**src/rtl/verifier_sumcheck_rounds_pkg.sv**
```systemverilog
// Shared field parameters, FSM state encoding and the modular multiply-add helper
// used by the sumcheck round checker.
package verifier_sumcheck_rounds_pkg;

    localparam int F_NBITS = 16;
    localparam logic [F_NBITS-1:0] F_Q = 16'd65521;

    typedef enum logic [2:0] {
        ST_IDLE = 3'd0,
        ST_SUM  = 3'd1,
        ST_CMP  = 3'd2,
        ST_EVAL = 3'd3,
        ST_DONE = 3'd4
    } state_e;

    // (a*b + c) mod q; operands are assumed already reduced into [0,q).
    function automatic logic [F_NBITS-1:0] fmul_add(input logic [F_NBITS-1:0] a,
                                                    input logic [F_NBITS-1:0] b,
                                                    input logic [F_NBITS-1:0] c);
        logic [2*F_NBITS-1:0] prod;
        logic [2*F_NBITS:0]   wide;
        logic [2*F_NBITS:0]   rem;
        prod = {{F_NBITS{1'b0}}, a} * {{F_NBITS{1'b0}}, b};
        wide = {1'b0, prod} + {{(F_NBITS+1){1'b0}}, c};
        rem  = wide % {{(F_NBITS+1){1'b0}}, F_Q};
        return rem[F_NBITS-1:0];
    endfunction

endpackage

```
**src/rtl/verifier_sumcheck_rounds_mul_add.sv**
```systemverilog
// Shared field unit: res = a*r + c mod q, one op per en pulse, done one cycle later.
// The round checker uses it with r=1 as a plain modular adder.
module field_mul_add
    import verifier_sumcheck_rounds_pkg::*;
(
    input  logic               clk,
    input  logic               rstb,
    input  logic               en,
    input  logic [F_NBITS-1:0] a_in,
    input  logic [F_NBITS-1:0] r_in,
    input  logic [F_NBITS-1:0] c_in,
    output logic [F_NBITS-1:0] res_out,
    output logic               done
);

    logic [F_NBITS-1:0] res_d, res_q;
    logic               done_d, done_q;

    // Compute the next result only when an op is issued; done is a single-cycle pulse.
    always_comb begin
        res_d  = res_q;
        done_d = 1'b0;
        if (en) begin
            res_d  = fmul_add(a_in, r_in, c_in);
            done_d = 1'b1;
        end else begin
            res_d  = res_q;
        end
    end

    // Result and done registers.
    always_ff @(posedge clk or negedge rstb) begin
        if (!rstb) begin
            res_q  <= '0;
            done_q <= 1'b0;
        end else begin
            res_q  <= res_d;
            done_q <= done_d;
        end
    end

    assign res_out = res_q;
    assign done    = done_q;

endmodule

```
**src/rtl/verifier_sumcheck_rounds.sv**
```systemverilog
// Multi-channel sumcheck round checker: per channel checks c(0)+c(1) against the held
// claim, then Horner-evaluates c(r) as the next claim, sharing one field_mul_add unit.
module verifier_sumcheck_rounds
    import verifier_sumcheck_rounds_pkg::*;
#(
    parameter int nChannels = 2,
    parameter int nDegree   = 2,
    parameter int nRounds   = 3
) (
    input  logic                                       clk,
    input  logic                                       rstb,
    input  logic                                       en,
    input  logic                                       restart,
    input  logic [F_NBITS*(nDegree+1)*nChannels-1:0]   c_in,
    input  logic [F_NBITS-1:0]                         r_in,
    input  logic [F_NBITS*nChannels-1:0]               claim_in,
    output logic [F_NBITS*nChannels-1:0]               claim_out,
    output logic [nChannels-1:0]                       ok,
    output logic                                       ready,
    output logic                                       fin
);

    localparam int NCOEFFS = nDegree + 1;
    localparam int CBUS_W  = F_NBITS * NCOEFFS * nChannels;
    localparam int CLM_W   = F_NBITS * nChannels;
    localparam int CH_W    = (nChannels > 1) ? $clog2(nChannels) : 1;
    localparam int IDX_W   = (NCOEFFS > 1) ? $clog2(NCOEFFS) : 1;
    localparam int RND_W   = (nRounds > 0) ? $clog2(nRounds + 1) : 1;
    localparam logic [CH_W-1:0]    CH_LAST  = CH_W'(nChannels - 1);
    localparam logic [IDX_W-1:0]   IDX_LAST = IDX_W'(nDegree);
    localparam logic [IDX_W-1:0]   IDX_TOP  = IDX_W'(nDegree - 1);
    localparam logic [RND_W-1:0]   RND_LAST = RND_W'(nRounds);
    localparam logic [F_NBITS-1:0] ONE      = F_NBITS'(1);

    function automatic logic [F_NBITS-1:0] coef_at(input logic [CBUS_W-1:0] bus,
                                                   input int ch, input int idx);
        return bus[(ch*NCOEFFS + idx)*F_NBITS +: F_NBITS];
    endfunction

    function automatic logic [F_NBITS-1:0] claim_at(input logic [CLM_W-1:0] bus, input int ch);
        return bus[ch*F_NBITS +: F_NBITS];
    endfunction

    state_e              state_d, state_q;
    logic [CH_W-1:0]     ch_d, ch_q;
    logic [IDX_W-1:0]    idx_d, idx_q;
    logic [RND_W-1:0]    round_d, round_q;
    logic                fin_d, fin_q;
    logic                ready_d, ready_q;
    logic                pend_d, pend_q;
    logic [nChannels-1:0] ok_d, ok_q;
    logic [CLM_W-1:0]    claim_d, claim_q;
    logic [CBUS_W-1:0]   coef_d, coef_q;
    logic [F_NBITS-1:0]  r_d, r_q;
    logic [F_NBITS-1:0]  acc_d, acc_q;

    logic                mac_en_s;
    logic [F_NBITS-1:0]  mac_r_s;
    logic [F_NBITS-1:0]  mac_c_s;
    logic [F_NBITS-1:0]  mac_res_s;
    logic                mac_done_s;

    field_mul_add u_mac (
        .clk     (clk),
        .rstb    (rstb),
        .en      (mac_en_s),
        .a_in    (acc_q),
        .r_in    (mac_r_s),
        .c_in    (mac_c_s),
        .res_out (mac_res_s),
        .done    (mac_done_s)
    );

    // Round sequencing: each SUM/EVAL step issues one op and waits for its done.
    always_comb begin
        state_d  = state_q;
        ch_d     = ch_q;
        idx_d    = idx_q;
        round_d  = round_q;
        fin_d    = fin_q;
        ready_d  = ready_q;
        pend_d   = pend_q;
        ok_d     = ok_q;
        claim_d  = claim_q;
        coef_d   = coef_q;
        r_d      = r_q;
        acc_d    = acc_q;
        mac_en_s = 1'b0;
        mac_r_s  = ONE;
        mac_c_s  = coef_at(coef_q, int'(ch_q), int'(idx_q));

        case (state_q)
            ST_IDLE: begin
                // A plain en after fin is dropped; only a restart begins a new trip.
                if (en && (restart || !fin_q)) begin
                    coef_d  = c_in;
                    r_d     = r_in;
                    ch_d    = '0;
                    idx_d   = '0;
                    acc_d   = coef_at(c_in, 0, 0);
                    pend_d  = 1'b0;
                    ready_d = 1'b0;
                    state_d = ST_SUM;
                    if (restart) begin
                        claim_d = claim_in;
                        round_d = '0;
                        ok_d    = '1;
                        fin_d   = 1'b0;
                    end else begin
                        claim_d = claim_q;
                    end
                end else begin
                    state_d = ST_IDLE;
                end
            end
            ST_SUM: begin
                // acc starts at c0, then c0..cD are added in turn: 2*c0 + c1 + ... + cD.
                if (!pend_q) begin
                    mac_en_s = 1'b1;
                    pend_d   = 1'b1;
                end else if (mac_done_s) begin
                    pend_d = 1'b0;
                    acc_d  = mac_res_s;
                    if (idx_q == IDX_LAST) begin
                        state_d = ST_CMP;
                    end else begin
                        idx_d = idx_q + IDX_W'(1);
                    end
                end else begin
                    pend_d = 1'b1;
                end
            end
            ST_CMP: begin
                ok_d[ch_q] = ok_q[ch_q] & (acc_q == claim_at(claim_q, int'(ch_q)));
                acc_d      = coef_at(coef_q, int'(ch_q), nDegree);
                idx_d      = IDX_TOP;
                pend_d     = 1'b0;
                state_d    = ST_EVAL;
            end
            ST_EVAL: begin
                mac_r_s = r_q;
                if (!pend_q) begin
                    mac_en_s = 1'b1;
                    pend_d   = 1'b1;
                end else if (mac_done_s) begin
                    pend_d = 1'b0;
                    acc_d  = mac_res_s;
                    if (idx_q == '0) begin
                        claim_d[int'(ch_q)*F_NBITS +: F_NBITS] = mac_res_s;
                        if (ch_q == CH_LAST) begin
                            state_d = ST_DONE;
                        end else begin
                            ch_d    = ch_q + CH_W'(1);
                            idx_d   = '0;
                            acc_d   = coef_at(coef_q, int'(ch_q) + 1, 0);
                            state_d = ST_SUM;
                        end
                    end else begin
                        idx_d = idx_q - IDX_W'(1);
                    end
                end else begin
                    pend_d = 1'b1;
                end
            end
            ST_DONE: begin
                round_d = round_q + RND_W'(1);
                fin_d   = ((round_q + RND_W'(1)) == RND_LAST);
                ready_d = 1'b1;
                state_d = ST_IDLE;
            end
            default: begin
                ready_d = 1'b1;
                state_d = ST_IDLE;
            end
        endcase
    end

    // State and datapath registers; reset aborts any round in flight.
    always_ff @(posedge clk or negedge rstb) begin
        if (!rstb) begin
            state_q <= ST_IDLE;
            ch_q    <= '0;
            idx_q   <= '0;
            round_q <= '0;
            fin_q   <= 1'b0;
            ready_q <= 1'b1;
            pend_q  <= 1'b0;
            ok_q    <= '1;
            claim_q <= '0;
            coef_q  <= '0;
            r_q     <= '0;
            acc_q   <= '0;
        end else begin
            state_q <= state_d;
            ch_q    <= ch_d;
            idx_q   <= idx_d;
            round_q <= round_d;
            fin_q   <= fin_d;
            ready_q <= ready_d;
            pend_q  <= pend_d;
            ok_q    <= ok_d;
            claim_q <= claim_d;
            coef_q  <= coef_d;
            r_q     <= r_d;
            acc_q   <= acc_d;
        end
    end

    assign claim_out = claim_q;
    assign ok        = ok_q;
    assign ready     = ready_q;
    assign fin       = fin_q;

endmodule
```
**config.mk**
```make
export PLATFORM = sky130hd
export DESIGN_NAME = verifier_sumcheck_rounds
export DESIGN_NICKNAME = d
export VERILOG_FILES = /design/src/rtl/verifier_sumcheck_rounds_pkg.sv /design/src/rtl/verifier_sumcheck_rounds_mul_add.sv /design/src/rtl/verifier_sumcheck_rounds.sv
export SDC_FILE = /design/constraint.sdc
export NUM_CORES = 2
export LEC_CHECK = 0
export CAP_MARGIN = 5
export CORE_ASPECT_RATIO = 1.2
export CORE_MARGIN = 2
export CORE_UTILIZATION = 45
export DETAILED_ROUTE_END_ITERATION = 8
export HOLD_SLACK_MARGIN = 0.15
export PLACE_DENSITY = 0.6
export SLEW_MARGIN = 20
export SYNTH_ARGS = -nofsm -noshare
export SYNTH_HDL_FRONTEND = slang
export SYNTH_SLANG_ARGS = --single-unit
export TNS_END_PERCENT = 30
```
**constraint.sdc**
```tcl
create_clock -name clk -period 39.7 [get_ports clk]
set_input_delay 7.94 -clock clk [delete_from_list [all_inputs] [get_ports clk]]
set_output_delay 7.94 -clock clk [all_outputs]
set_load 0.02 [all_outputs]
```
==> reports/results.tsv <==
metric	value	unit
grt_setup_unrepaired	no	
die-area	67400	µm²
ys_seq_elements	190	
post_dp_cell_area	31600	µm²
fp.dieH	284	µm
synthAdderAreaFrac	19.8	%
setup_viol	0	
maxCapViolations	0	
syn_area	29400	µm²
drtIter0Drc	2010	
finalCritPeriodShare	71.2	%
drt_pre_antenna_iters	6	
ys_types	145	
hpwl	74.5	mm
cts_root_buf	clkbuf_16	
fin_cells	4416	
ios	184	
setup_ws	11.45	ns
dp.cells	4379	
grt_pass1_wl	149	mm
crit_path_max_incr_delay	0.76	ns
yosys.area_share.simple	23.3	%
seq_area_frac_synth	16.2	%
routedWlPerCell	21.1	µm
cp_data_required_time	40.00	ns
syn-num-nets	4022	
hold_path.class	reg -> reg	
combPwrFrac	5.6	%
start_util	45.5	%
synth_edf_count	0	
hold_slack	0.507	ns
viasPerCell	6.12	
syn_inst	3542	
yosys_most_used_dff	dfrtp_1	
finalMaxSlewViolations	0	
powerDensity	12.2	nW/µm²
arrival	28.56	ns
fmax	35.4	MHz
critPathMaxFanout	50	
yosys_warnings	0	
numClockSinks	190	
p_total	0.392	mW
clockPowerShare	45.1	%
grt-ovfl-total	0	
clock_path_buffers	2	
synth_compound_area_share	20.6	%
crit_top_cell	fa_1	
path_clk_slew	0.08	ns
clock_skew	0.0126	ns
cts_resized	0	
final_common_cell	nand2_1	
synthMuxAreaShare	8.98	%
p_int	0.303	mW
path_buf_inv	4	
fin_util	49.9	%
grt_max_degree	88	
clock_latency	0.44	ns
outcome	complete, no violations	
slew_headroom	28.5	%
vias	27000	
p_leak	13.9	nW
place_worst_setup_slack	11.81	ns
cpMaxStageDelayCell	a31oi_1	
switchingPower	0.0896	mW
worstMarginPinSlew	1.07	ns
rows	102	
synth.avg_cell_area	8.30	µm²
end_kind	register	
period_needed	28.25	ns
synth-xor-area-share	4.61	%
antenna_found_initial	8	
worst-setup-path-type	reg -> reg	
syn_to_final_growth	9.54	%
portBuffers	183	
h-tree-depth	4	
place_congestion	0.953	
drive_above_1_share	9.95	%
synth_top_family_by_area	simple AND/OR/NAND/NOR gates	
cts_post_setup_buffers_inserted	0	
fp.coreArea	64600	µm²
cts_tree	built	
layout_common_cells	nand2_1, inv_1, nor2_1	
critPathTopFamily	simple AND/OR/NAND/NOR gates	
setup_tns	0	ns
hold_violations	0	
drcViolationCount	0	
worst_setup_path_start_kind	register	
ir_worst_vdd	24.9	µV
wl	93.1	mm
grt_pass1_vias	26800	
final_nets	4046	
track_usage	27.3	%
p_seq_share	49.3	%
stdcell_area	32200	µm²
cts_buffers	17	
synth-async-reset-ratio	100	%
swShare	22.9	%
cts_hold_buf	0	
drtAntennaViolNets	0	
die_w	237	µm
fill_cells	6332	
[state kept, by name (all words and copies together), names as in the netlist]
signal         flops
state_q            3
acc_q             16
ch_q               1
u_mac.done         1
round_q            2
u_mac.res_out     16
ready              1
ok                 2
claim_out         32
idx_q              2
pend_q             1
fin                1
r_q               16
coef_q            96
[layer usage]
layer	track usage [%]	share of wire, %	up-vias
met5	0	0.050	-
met4	10.2	3.6	6
met3	2.39	3.9	178
met2	47.0	49	811
met1	35.7	43	13300
li1	-	-	12800
[cells in the mapped netlist, drive strengths merged (18+ instances only)]
cell type | number | area share [%]
o211ai | 53 | 1.4
o31ai | 26 | 0.78
ha | 120 | 5.1
buf | 64 | 1.2
xor2 | 45 | 1.4
nand4 | 49 | 1.1
and4 | 18 | 0.58
xnor2 | 108 | 3.2
a31oi | 46 | 1.1
mux2 | 137 | 5.3
a21oi | 191 | 3.4
a21o | 30 | 0.77
a211oi | 43 | 1.2
mux2i | 72 | 2.5
nor4 | 44 | 1.2
nor2 | 245 | 3.2
o21ai | 156 | 2.7
dfrtp | 187 | 16
o22ai | 50 | 1.1
and3 | 89 | 1.9
nand2b | 27 | 0.58
nand2 | 408 | 5.2
and2 | 106 | 2.3
or4 | 23 | 0.63
nor3 | 90 | 1.8
fa | 212 | 14
nand3 | 93 | 1.6
inv | 275 | 3.5
o21a | 28 | 0.72
clkbuf | 135 | 1.7
or3 | 33 | 0.72
or2 | 31 | 0.66
[power by group through the flow]
stage	registers (mW)	logic, mW	clock network, mW
2_1_floorplan	0.197	0.00144	0
3_3_place_gp	0.197	0.0223	0
3_5_place_dp	0.197	0.0222	0
4_1_cts	0.193	0.0222	0.179
5_1_grt	0.193	0.0236	0.186
6_report	0.193	0.0220	0.177
[final timing paths]
check	from	to	slack (ns)	cells after the start
max in group asynchronous	rstb	coef_q[48]	30.88	2
worst max register to register	state_q[0]	u_mac.res_out[13]	11.45	74
min in group asynchronous	rstb	r_q[11]	7.48	1
worst max-delay path	state_q[0]	u_mac.res_out[13]	11.45	74
worst min-delay path	coef_q[31]	coef_q[31]	0.51	1
worst min register to register	coef_q[31]	coef_q[31]	0.51	1
[cell type report]
cell class              instances  area, µm²  share of cell area, %
repair buffers                204       2000                   6.20
inverters                     276       1040                   3.22
diodes                          5       12.5                 0.0389
multi-input cells            2877      22700                   70.7
clock buffers                  21        480                   1.49
clock inverters                11        120                  0.373
well taps                     832       1040                   3.23
flip-flops and latches        190       4760                   14.8
[kinds of logic (layout without fill, tap and decap cells)]
logic type / after synthesis / in the layout
simple gates: 1315 / 1315
compound gates: 845 / 845
other cells: 0 / 5
flops: 190 / 190
fa+ha+maj: 339 / 339
xor+xnor: 153 / 153
mux: 225 / 225
buf+inv: 475 / 512
Power figures use the tool's default switching activity.
